File: src/rtl/instr_mem_writer_if.sv
// Write-request, main-memory and cache-update signals of the instruction memory writer.
// The slave modport is the writer's view; the master modport is the loader/memory side.
interface instr_mem_writer_if;
    logic        wr_valid;
    logic        wr_ready;
    logic [15:0] wr_addr;
    logic [15:0] wr_data;

    logic        mem_we;
    logic [15:0] mem_addr;
    logic [15:0] mem_wdata;
    logic        mem_ack;

    logic        cache_we;
    logic [6:0]  cache_index;
    logic [8:0]  cache_tag;
    logic [15:0] cache_wdata;

    modport master (
        output wr_valid, wr_addr, wr_data, mem_ack,
        input  wr_ready, mem_we, mem_addr, mem_wdata,
        input  cache_we, cache_index, cache_tag, cache_wdata
    );

    modport slave (
        input  wr_valid, wr_addr, wr_data, mem_ack,
        output wr_ready, mem_we, mem_addr, mem_wdata,
        output cache_we, cache_index, cache_tag, cache_wdata
    );
endinterface

File: src/rtl/instr_mem_writer.sv
// Buffers instruction-word writes in a small FIFO and commits each one to main memory,
// then to the matching direct-mapped cache line once memory has acknowledged it.
module instr_mem_writer #(
    parameter int unsigned DEPTH = 4,
    parameter int unsigned CNT_W = 8
) (
    input  logic               clk,
    input  logic               reset,
    instr_mem_writer_if.slave  bus,
    output logic               idle,
    output logic [CNT_W-1:0]   writes_done
);
    localparam int unsigned      PTR_W   = $clog2(DEPTH);
    localparam logic [PTR_W:0]   FULL    = (PTR_W + 1)'(DEPTH);
    localparam logic [PTR_W:0]   CNT_ONE = (PTR_W + 1)'(1);
    localparam logic [PTR_W-1:0] PTR_ONE = PTR_W'(1);

    typedef enum logic [1:0] {StIdle, StWrite, StUpdate} state_e;

    state_e state_q, state_d;

    logic [15:0]      buf_addr [DEPTH];
    logic [15:0]      buf_data [DEPTH];
    logic [PTR_W-1:0] wr_ptr_q, wr_ptr_d;
    logic [PTR_W-1:0] rd_ptr_q, rd_ptr_d;
    logic [PTR_W:0]   count_q, count_d;
    logic             ready, push, pop;
    logic [15:0]      head_addr, head_data;

    logic             mem_we_q, mem_we_d;
    logic [15:0]      mem_addr_q, mem_addr_d;
    logic [15:0]      mem_wdata_q, mem_wdata_d;
    logic             cache_we_q, cache_we_d;
    logic [6:0]       cache_index_q, cache_index_d;
    logic [8:0]       cache_tag_q, cache_tag_d;
    logic [15:0]      cache_wdata_q, cache_wdata_d;
    logic [CNT_W-1:0] done_q, done_d;

    // Ready depends only on the registered count, so a pop never frees a slot same-cycle.
    assign ready     = (count_q < FULL);
    assign push      = bus.wr_valid && ready;
    assign pop       = (state_q == StIdle) && (count_q != '0);
    assign head_addr = buf_addr[rd_ptr_q];
    assign head_data = buf_data[rd_ptr_q];

    always_comb begin
        wr_ptr_d = push ? wr_ptr_q + PTR_ONE : wr_ptr_q;
        rd_ptr_d = pop  ? rd_ptr_q + PTR_ONE : rd_ptr_q;
        case ({push, pop})
            2'b10:   count_d = count_q + CNT_ONE;
            2'b01:   count_d = count_q - CNT_ONE;
            default: count_d = count_q;
        endcase
    end

    always_ff @(posedge clk) begin
        if (push) begin
            buf_addr[wr_ptr_q] <= bus.wr_addr;
            buf_data[wr_ptr_q] <= bus.wr_data;
        end
    end

    always_comb begin
        state_d       = state_q;
        mem_we_d      = mem_we_q;
        mem_addr_d    = mem_addr_q;
        mem_wdata_d   = mem_wdata_q;
        cache_we_d    = cache_we_q;
        cache_index_d = cache_index_q;
        cache_tag_d   = cache_tag_q;
        cache_wdata_d = cache_wdata_q;
        done_d        = done_q;
        unique case (state_q)
            StIdle: begin
                if (pop) begin
                    state_d       = StWrite;
                    mem_we_d      = 1'b1;
                    mem_addr_d    = head_addr;
                    mem_wdata_d   = head_data;
                    cache_index_d = head_addr[6:0];
                    cache_tag_d   = head_addr[15:7];
                    cache_wdata_d = head_data;
                end
            end
            StWrite: begin
                // Memory must accept the word before the cache line is touched.
                if (bus.mem_ack) begin
                    state_d    = StUpdate;
                    mem_we_d   = 1'b0;
                    cache_we_d = 1'b1;
                end
            end
            StUpdate: begin
                state_d    = StIdle;
                cache_we_d = 1'b0;
                done_d     = done_q + CNT_W'(1);
            end
            default: state_d = StIdle;
        endcase
    end

    always_ff @(posedge clk or posedge reset) begin
        if (reset) begin
            state_q       <= StIdle;
            wr_ptr_q      <= '0;
            rd_ptr_q      <= '0;
            count_q       <= '0;
            mem_we_q      <= 1'b0;
            mem_addr_q    <= '0;
            mem_wdata_q   <= '0;
            cache_we_q    <= 1'b0;
            cache_index_q <= '0;
            cache_tag_q   <= '0;
            cache_wdata_q <= '0;
            done_q        <= '0;
        end else begin
            state_q       <= state_d;
            wr_ptr_q      <= wr_ptr_d;
            rd_ptr_q      <= rd_ptr_d;
            count_q       <= count_d;
            mem_we_q      <= mem_we_d;
            mem_addr_q    <= mem_addr_d;
            mem_wdata_q   <= mem_wdata_d;
            cache_we_q    <= cache_we_d;
            cache_index_q <= cache_index_d;
            cache_tag_q   <= cache_tag_d;
            cache_wdata_q <= cache_wdata_d;
            done_q        <= done_d;
        end
    end

    assign bus.wr_ready    = ready;
    assign bus.mem_we      = mem_we_q;
    assign bus.mem_addr    = mem_addr_q;
    assign bus.mem_wdata   = mem_wdata_q;
    assign bus.cache_we    = cache_we_q;
    assign bus.cache_index = cache_index_q;
    assign bus.cache_tag   = cache_tag_q;
    assign bus.cache_wdata = cache_wdata_q;
    assign idle            = (state_q == StIdle) && (count_q == '0);
    assign writes_done     = done_q;
endmodule

File: src/flat_wrapper.sv
// flat-port wrapper written by rule: the top's interface ports become plain ports
module instr_mem_writer_flat 
#(
    parameter int unsigned DEPTH = 4,
    parameter int unsigned CNT_W = 8
)
  (clk, reset, idle, writes_done, bus_wr_valid, bus_wr_addr, bus_wr_data, bus_mem_ack, bus_wr_ready, bus_mem_we, bus_mem_addr, bus_mem_wdata, bus_cache_we, bus_cache_index, bus_cache_tag, bus_cache_wdata);
  instr_mem_writer_if bus_i ();
  input  logic clk;
  input  logic reset;
  output logic idle;
  output logic [CNT_W-1:0] writes_done;
  input wire logic [$bits(bus_i.wr_valid)-1:0] bus_wr_valid;
  input wire logic [$bits(bus_i.wr_addr)-1:0] bus_wr_addr;
  input wire logic [$bits(bus_i.wr_data)-1:0] bus_wr_data;
  input wire logic [$bits(bus_i.mem_ack)-1:0] bus_mem_ack;
  output wire logic [$bits(bus_i.wr_ready)-1:0] bus_wr_ready;
  output wire logic [$bits(bus_i.mem_we)-1:0] bus_mem_we;
  output wire logic [$bits(bus_i.mem_addr)-1:0] bus_mem_addr;
  output wire logic [$bits(bus_i.mem_wdata)-1:0] bus_mem_wdata;
  output wire logic [$bits(bus_i.cache_we)-1:0] bus_cache_we;
  output wire logic [$bits(bus_i.cache_index)-1:0] bus_cache_index;
  output wire logic [$bits(bus_i.cache_tag)-1:0] bus_cache_tag;
  output wire logic [$bits(bus_i.cache_wdata)-1:0] bus_cache_wdata;
  assign bus_i.wr_valid = bus_wr_valid;
  assign bus_i.wr_addr = bus_wr_addr;
  assign bus_i.wr_data = bus_wr_data;
  assign bus_i.mem_ack = bus_mem_ack;
  assign bus_wr_ready = bus_i.wr_ready;
  assign bus_mem_we = bus_i.mem_we;
  assign bus_mem_addr = bus_i.mem_addr;
  assign bus_mem_wdata = bus_i.mem_wdata;
  assign bus_cache_we = bus_i.cache_we;
  assign bus_cache_index = bus_i.cache_index;
  assign bus_cache_tag = bus_i.cache_tag;
  assign bus_cache_wdata = bus_i.cache_wdata;
  instr_mem_writer #(.DEPTH(DEPTH), .CNT_W(CNT_W)) u_core (.clk(clk), .reset(reset), .bus(bus_i), .idle(idle), .writes_done(writes_done));
endmodule
File: config.mk
export PLATFORM = sky130hd
export DESIGN_NAME = instr_mem_writer_flat
export DESIGN_NICKNAME = d
export VERILOG_FILES = /design/src/rtl/instr_mem_writer_if.sv /design/src/rtl/instr_mem_writer.sv /design/src/flat_wrapper.sv
export SDC_FILE = /design/constraint.sdc
export NUM_CORES = 1
export LEC_CHECK = 0
export ABC_AREA = 1
export CAP_MARGIN = 20
export CORE_UTILIZATION = 50
export DETAILED_ROUTE_END_ITERATION = 10
export GPL_ROUTABILITY_DRIVEN = 0
export GPL_TIMING_DRIVEN = 0
export PLACE_DENSITY = 0.79
export SLEW_MARGIN = 20
export SYNTH_ARGS = -nofsm -noshare
export SYNTH_HDL_FRONTEND = slang
export SYNTH_SLANG_ARGS = --single-unit
File: constraint.sdc
create_clock -name clk -period 7.2 [get_ports clk]
set_input_delay 1.08 -clock clk [delete_from_list [all_inputs] [get_ports clk]]
set_output_delay 1.08 -clock clk [all_outputs]
set_load 0.005 [all_outputs]
==> results of run 1 <==
==> power groups by stage <==
stage	logic, mW	clock network (mW)	registers, mW
after floorplan	0.905	0	1.47
after global placement	1.51	0	1.48
after detailed placement	1.58	0	1.48
after CTS	1.59	0.994	1.46
after global routing	1.77	1.03	1.49
final	1.58	0.981	1.46
==> worst register-to-register path: stages (launching register included) <==
cell and delay [ns]:
dfrtp_1 0.44, inv_2 0.08, nand2_1 0.07, inv_2 0.08, nand2_4 0.10, inv_2 0.19
buf_6 0.18, ha_1 0.15, inv_1 0.07, fa_1 0.37, or2_2 0.30, nand2_1 0.09
xor2_1 0.14
==> cells in the final DEF, fill, tap and decap left out, types with 3 or more instances in the layout <==
cell and n:
buf_12 3, buf_2 13, buf_4 38, buf_6 4, bufinv_16 5, clkbuf_1 4
clkbuf_16 17, clkdlybuf4s50_1 111, clkinv_1 3, dfrtp_1 51, edfxtp_1 128, ha_1 6
inv_1 17, inv_2 6, nand2_1 408, nand3_1 6, nor2_1 5, nor2_4 4
xnor2_1 3, xor2_1 5
==> how the worst max path moves through the flow <==
stage	from	end	slack, ns	depth (start not counted)
4_1_cts	u_core.count_q[0]	idle	4.43	4
5_1_grt	bus_wr_valid	u_core.count_q[2]	4.29	8
2_1_floorplan	bus_wr_valid	u_core.buf_addr[0][0]	4.16	2
3_5_place_dp	bus_wr_valid	u_core.count_q[2]	4.03	8
3_3_place_gp	bus_wr_valid	u_core.buf_data[0][3]	2.61	3
6_report	u_core.count_q[0]	idle	4.46	4
==> logic make-up (layout without fill, tap and decap cells) <==
logic type      after synthesis  after routing  synth area share, %
simple gates                427            427                21.87
xor+xnor                      8              8               0.9400
buf+inv                      83            230                6.713
flops                       179            179                68.68
fa+ha+maj                     7              7                1.276
compound gates                5              5               0.3693
mux                           1              1               0.1510
==> final cells by class <==
cell class / instances / area [um2] / share of cell area, %
inverters: 24 / 92.59 / 0.9691
flip-flops and latches: 179 / 5120 / 53.59
clock inverters: 15 / 212.7 / 2.226
plain buffers: 59 / 410.4 / 4.295
multi-input cells: 448 / 1864 / 19.51
clock buffers: 17 / 425.4 / 4.453
well taps: 184 / 230.2 / 2.410
repair buffers: 115 / 1199 / 12.55
==> stage by stage <==
step / utilization [%] / worst slack, ns / hold slack, ns / std cells / power, mW
3_3_place_gp: 60.52 / 2.610 / 0.4535 / 1005 / 2.993
2_1_floorplan: - / 4.163 / 0.4375 / 710 / 2.377
3_5_place_dp: 61.35 / 4.033 / 0.4583 / 1009 / 3.057
6_report: 65.74 / 4.457 / 0.4745 / 1041 / 4.015
4_1_cts: 65.74 / 4.425 / 0.4710 / 1041 / 4.044
5_1_grt: 65.74 / 4.295 / 0.4735 / 1041 / 4.287
==> flip-flops by register name (all words and copies together) (netlist names), 2 cells and up <==
register	flops
u_core.buf_addr	64
u_core.buf_data	64
u_core.bus.cache_index	6
u_core.bus.cache_tag	9
u_core.bus.mem_wdata	16
u_core.count_q	3
u_core.rd_ptr_q	2
u_core.state_q	2
u_core.wr_ptr_q	2
u_core.writes_done	8
==> Yosys cell counts, types with 2 or more instances <==
cell type    n  area (um2)
edfxtp_1   128        3844
o21ai_0      2       10.01
inv_2        6       22.52
inv_1       18       67.56
clkbuf_1     4       15.01
xor2_1       5       43.79
a21oi_1      2       10.01
dfrtp_1     51        1276
nor2_1       9       33.78
xnor2_1      3       26.28
buf_2       13       65.06
nand2_1    408        1531
buf_6        4       45.04
ha_1         6       75.07
buf_4       38       285.3
nand3_1      6       30.03
==> metal layers <==
layer | routed length [um] | up-vias | GRT usage, % | share of wire (%)
li1 | - | 2490 | - | -
met1 | 6362 | 2297 | 26.37 | 44
met2 | 7381 | 146 | 33.53 | 51
met3 | 621 | 19 | 4.212 | 4.3
met4 | 177 | 0 | 7.887 | 1.2
met5 | 0 | - | 0 | 0
==> qor.csv, run 1 <==
metric;value;unit
maxcap violations;0;
CTS sink count;179;
post-route ant nets;0;
terminus of the critical flop-to-flop path;u_core.count_q[2];
via count;4952;
Worst-Skew Late Latency;0.43;ns
vias per std cell;4.757;
IO buf count;111;
Startpoint Class;register;
status;completed;
GRT overflow;0;
initial antenna violation count;0;
EDFF count, synth;128;
Detail Placement HPWL;9.235;mm
final clock skew;0.01136;ns
setup repair bufs after CTS;0;
max-slew violations;0;
Max Fanout on Critical Path;2;
Comb pwr share;39.2;%
Root Driver;clkbuf_16;
library cells used by synthesis;23;
Reg2Reg Depth;12;
Hold Crit Class;register to register;
R2R setup slack;4.88;ns
fill count;1147;
maximum vdd ir drop;0.2391;mV
Cell Rows;44;
Initial Util;51.29;%
Worst-Margin Slew;0.6808;ns
H-Tree Depth;4;
vias in the first global route;4531;
hold_buf cts;0;
mapped cell area;7455;um2
total track usage;20.31;%
register bit count reported by yosys;179;
NumNets Final;887;
clock share of power;24.4;%
hold_sp;u_core.count_q[0];
Post-CTS Resized;0;
worst path bufs/invs;2;
CP delay by family, top;buffers and inverters;
global-route wire length before repair;22.54;mm
switching part of the total;32.68;%
Final Hold Viols;0;
Post-DP Area;8916;um2
die height;124.1;um
final non-filler cell area;9554;um2
WHS Endpoint;u_core.count_q[0];
hold depth;1;
ant diodes;0;
num ports;112;
synthesized instance count;710;
critical path, cell by cell;inv_1, nand3_2, nor2_1, clkdlybuf4s50_1;
worst setup path category;register to output port;
CTS tree;yes;
Die Area;15400;um2
syn_area_per_cell;10.50;um2
critical path endpoint category;output port;
Mapped Nets;753;
max incr delay on CP;0.50;ns
WP data arrival;1.66;ns
Syn. warnings;0;
CP Data Required Time;6.12;ns
layout cells sized above 1;12.02;%
RR Startpoint;u_core.state_q[1];
CTS Buffer Depth;2;
area growth from synthesis to layout;28.16;%
leakage power;4.240;nW
core area;14530;um2
Fmax;364.5;MHz
ys flop type;edfxtp_1;
detailed-route DRC error count;0;
register area share after synthesis;68.68;%
Critical Path Slowest Stage Cell;clkdlybuf4s50_1;
largest net degree at the start of global routing;52;
WL per Instance;13.97;um
Post-synth ARST share;28.49;%
total routed wirelength;14.54;mm
Final setup viols;0;
sw power;1.312;mW
clock-pin slew on the worst setup and hold paths;0.06;ns
PD cells;420.2;nW/um2
DR iter-0 viols;319;
RSZ-0062 raised after global routing;no;
chip width;124.1;um
CTS buffer count;17;
Final Critical Period;2.743;ns
internal power consumption;2.703;mW
Reg power frac;36.3;%
Sum Neg Setup Slack;0;ns
Rel. slew slack;54.62;%
final worst-path cycle share;38.10;%
DRT Pass-1 Iters;5;
Note: power is estimated with default switching activity, not from simulation.
==> run 2, diff against run 1 <==
Clock period 7.2 ns to 2.7 ns, I/O delays scaled along.
==> qor.csv, run 2 (synthesis results as in run 1) <==
metric;value;unit
area growth from synthesis to layout;28.16;%
total track usage;20.34;%
CP Data Required Time;3.05;ns
ant diodes;0;
leading cell types in the layout, fill and taps excluded;nand2_1 (408), edfxtp_1 (128), clkdlybuf4s50_1 (111);
DRT Pass-1 Iters;4;
final non-filler cell area;9554;um2
hold_buf cts;0;
post-route ant nets;0;
Fmax;429.8;MHz
core area;14530;um2
DR iter-0 viols;333;
PD cells;1121;nW/um2
Post-Place Worst Slack;0.2083;ns
CTS sink count;179;
most used cell along the critical path;inv_2;
final clock skew;0.01252;ns
Fin Hold WS;0.4499;ns
num ports;112;
maxcap violations;0;
max-slew violations;0;
layout cells sized above 1;12.02;%
Detail Route met3 WL;638;um
Detail Placement HPWL;9.235;mm
CTS Buffer Depth;2;
detailed-route DRC error count;0;
Final Hold Viols;0;
vias per std cell;4.747;
largest net degree at the start of global routing;52;
initial antenna violation count;0;
setup ws final;0.3736;ns
maximum vdd ir drop;0.6416;mV
Final Critical Period;2.326;ns
R2R setup slack;0.37;ns
Post-DP Area;8916;um2
GRT overflow;0;
critical path endpoint category;register;
Rel. slew slack;54.92;%
Worst-Skew Late Latency;0.43;ns
setup repair bufs after CTS;0;
total routed wirelength;14.54;mm
critical path, cell by cell;inv_2, nand2_1, inv_2, nand2_4, inv_2, buf_6, ha_1, inv_1, fa_1, or2_2, nand2_1, xor2_1;
status;completed;
top routing layer used;met4;
Max Fanout on Critical Path;10;
Worst-Margin Slew;0.6761;ns
CTS buffer count;17;
IO buf count;111;
Cell Rows;44;
RSZ-0062 raised after global routing;no;
sw power;3.500;mW
Initial Util;51.29;%
max incr delay on CP;0.44;ns
clock-pin slew on the worst setup and hold paths;0.06;ns
fill count;1147;
Critical Path Slowest Stage Cell;dfrtp_1;
NumNets Final;887;
die height;124.1;um
clock share of power;24.5;%
Reg power frac;36.3;%
Post-CTS Resized;0;
metal2 WL;7.284;mm
worst setup path category;register to register;
Hold Crit Class;input pin to asynchronous set/reset pin;
commonest non-fill, non-tap cell in the layout;nand2_1;
chip width;124.1;um
leakage power;4.240;nW
Die Area;15400;um2
switching part of the total;32.69;%
H-Tree Depth;4;
global-route wire length before repair;22.56;mm
Startpoint Class;register;
WL per Instance;13.97;um
final worst-path cycle share;86.16;%
via count;4942;
Final setup viols;0;
Comb pwr share;39.2;%
internal power consumption;7.208;mW
vias in the first global route;4539;
WP data arrival;2.67;ns
Root Driver;clkbuf_16;
DRT met1 WL;6.436;mm
CTS tree;yes;
## run 2: cell counts in the layout (fill, tap and decap cells not counted)
Identical to the previous run, type by type.
## run 2: power groups by stage
| stage | Sequential (mW) | Combinational (mW) | Clock, mW |
|---|---|---|---|
| final | 3.89 | 4.20 | 2.62 |
| after detailed placement | 3.94 | 4.21 | 0 |
| after global placement | 3.95 | 4.03 | 0 |
| after CTS | 3.89 | 4.24 | 2.65 |
| after floorplan | 3.93 | 2.41 | 0 |
| after global routing | 3.96 | 4.72 | 2.75 |
## run 2: worst max-delay path, delay by kind of cell, from the launching register on
kind / cells / cell delay, ns
buffers and inverters: 5 / 0.59
flip-flops: 1 / 0.44
AND/OR/NAND/NOR: 4 / 0.56
adder cells (fa/ha/maj): 2 / 0.52
XOR/XNOR: 1 / 0.14
## run 2: final timing paths
kind,from,depth (start not counted),endpoint
worst max-delay path,u_core.state_q[1],12,u_core.count_q[2]
worst min-delay path,reset,2,u_core.bus.mem_wdata[7]
max in group asynchronous,reset,2,u_core.writes_done[6]
min in group clk,u_core.bus.cache_we,2,u_core.bus.cache_we
worst max register to register,u_core.state_q[1],12,u_core.count_q[2]
worst min register to register,u_core.bus.cache_we,2,u_core.bus.cache_we
## run 2: final cells by class
| type | instances | area (um2) | area share, % |
|---|---|---|---|
| sequential | 179 | 5120 | 53.59 |
| multi-input combinational | 448 | 1864 | 19.51 |
| timing repair buffer | 115 | 1199 | 12.55 |
| clock buffer | 17 | 425.4 | 4.453 |
| buffer | 59 | 410.4 | 4.295 |
| tap | 184 | 230.2 | 2.410 |
| clock inverter | 15 | 212.7 | 2.226 |
| inverter | 24 | 92.59 | 0.9691 |
## run 2: layer usage
layer  up-vias  GRT usage, %
met5         -             0
met4         0         7.738
met3        14         4.212
met2       137         33.74
met1      2298         26.34
li1       2493             -
## run 2: through the flow
stage	setup TNS, ns	instances	total power, mW	utilization [%]
2_1_floorplan	0	710	6.339	-
4_1_cts	0	1041	10.78	65.74
6_report	0	1041	10.71	65.74
5_1_grt	0	1041	11.43	65.74
3_3_place_gp	-157.24	1005	7.980	60.52
3_5_place_dp	0	1009	8.151	61.35
==> run 3, diff against run 2 <==
Settings changed: CORE_MARGIN set to 2, CORE_UTILIZATION 50 to 54, PLACE_DENSITY 0.79 to 0.84.
==> qor.csv, run 3 (synthesis results as in run 1) <==
metric;value;unit
max incr delay on CP;0.43;ns
Final setup viols;0;
Reg2Reg Depth;12;
terminus of the critical flop-to-flop path;u_core.count_q[2];
detailed-route DRC error count;0;
RSZ-0062 raised after global routing;no;
GRT overflow;0;
via count;5087;
Detail Placement HPWL;9.472;mm
total routed wirelength;15.04;mm
Post-CTS Resized;0;
Rel. slew slack;55.50;%
core area;13350;um2
ant diodes;0;
CTS sink count;179;
final clock skew;0.006777;ns
PD cells;1114;nW/um2
Fin Hold WS;0.4513;ns
Final Hold Viols;0;
maxcap violations;0;
Cell Rows;42;
Fmax;433.2;MHz
Max Fanout on Critical Path;10;
vias per std cell;4.924;
DR iter-0 viols;327;
WL per Instance;14.56;um
NumNets Final;887;
vias in the first global route;4923;
Worst-Margin Slew;0.6676;ns
maximum vdd ir drop;0.5199;mV
internal power consumption;7.074;mW
Final Critical Period;2.309;ns
hold_buf cts;0;
Die Area;14760;um2
Root Driver;clkbuf_16;
CTS Buffer Depth;2;
commonest non-fill, non-tap cell in the layout;nand2_1;
clock-pin slew on the worst setup and hold paths;0.06;ns
final worst-path cycle share;85.50;%
Comb pwr share;40.1;%
status;completed;
critical path endpoint category;register;
Startpoint Class;register;
RR Startpoint;u_core.state_q[1];
global-route wire length before repair;23.72;mm
area growth from synthesis to layout;27.74;%
Post-Place Worst Slack;0.2337;ns
CP Data Required Time;3.05;ns
chip width;121.5;um
H-Tree Depth;4;
Hold Crit Class;input pin to asynchronous set/reset pin;
layout cells sized above 1;12.02;%
post-route ant nets;0;
initial antenna violation count;0;
setup ws final;0.3914;ns
IO buf count;111;
CTS buffer count;17;
worst setup path category;register to register;
num ports;112;
leakage power;4.232;nW
WP data arrival;2.66;ns
Worst-Skew Late Latency;0.42;ns
Critical Path Slowest Stage Cell;dfrtp_1;
max-slew violations;0;
total track usage;21.55;%
setup repair bufs after CTS;0;
most used cell along the critical path;inv_2;
Reg power frac;36.8;%
final non-filler cell area;9523;um2
sw power;3.539;mW
leading cell types in the layout, fill and taps excluded;nand2_1 (408), edfxtp_1 (128), clkdlybuf4s50_1 (111);
Initial Util;55.85;%
DRT Pass-1 Iters;5;
Sum Neg Setup Slack;0;ns
clock share of power;23.1;%
largest net degree at the start of global routing;52;
critical path, cell by cell;inv_2, nand2_1, inv_2, nand2_4, inv_2, buf_6, ha_1, inv_1, fa_1, or2_2, nand2_1, xor2_1;
Post-DP Area;8921;um2
final core occ;71.34;%
die height;121.5;um
switching part of the total;33.35;%
R2R setup slack;0.39;ns
CTS tree;yes;
==> run 3: cell types whose count changed in the layout (fill, tap and decap cells not counted), moves of 2 or more <==
| cell | delta |
|---|---|
| buf_16 | +2 |
| bufinv_16 | -3 |
| buf_12 | -2 |
| clkbuf_8 | +3 |
| clkbuf_1 | +3 |
| clkinv_1 | -3 |
==> run 3: routing by layer <==
layer	global-route usage, %	vias to the layer above	wire length (um)
met1	25.94	2390	5977
met2	37.32	185	7859
met3	3.900	23	911
met5	0	-	0
li1	-	2489	-
met4	10.70	0	289
==> run 3: cell type report <==
class / count / area [um2]
sequential: 179 / 5120
fill: 939 / 3825
multi-input combinational: 448 / 1864
timing repair buffer: 115 / 1214
clock buffer: 24 / 503.0
buffer: 59 / 410.4
tap: 176 / 220.2
clock inverter: 8 / 98.84
inverter: 24 / 92.59
==> run 3: critical path: cells and delay by family (launching register included) <==
kind | cells | cell delay, ns
xor+xnor | 1 | 0.14
simple gates | 4 | 0.57
fa+ha+maj | 2 | 0.52
buf+inv | 5 | 0.57
flops | 1 | 0.43
==> run 3: worst max-delay path by stage <==
stage	from	endpoint	slack, ns	depth (start not counted)
floorplan	u_core.wr_ptr_q[0]	u_core.buf_addr[2][0]	0.26	4
global placement	bus_wr_valid	u_core.buf_data[2][3]	-1.18	3
detailed placement	bus_wr_valid	u_core.count_q[2]	0.23	8
CTS	u_core.state_q[1]	u_core.count_q[2]	0.38	12
global route	u_core.state_q[1]	u_core.count_q[2]	0.21	12
finish	u_core.state_q[1]	u_core.count_q[2]	0.39	12
==> run 3: through the flow <==
step / instances / power [mW]
6_report: 1033 / 10.61
3_3_place_gp: 997 / 7.968
5_1_grt: 1033 / 11.29
4_1_cts: 1033 / 10.67
2_1_floorplan: 710 / 6.339
3_5_place_dp: 1001 / 8.176
==> run 3: power by group through the flow <==
stage               sequential [mW]  combinational, mW  clock, mW
floorplan                      3.93               2.41          0
global placement               3.96               4.01          0
detailed placement             3.96               4.22          0
CTS                            3.91               4.28       2.48
global route                   3.97               4.73       2.59
finish                         3.91               4.26       2.45
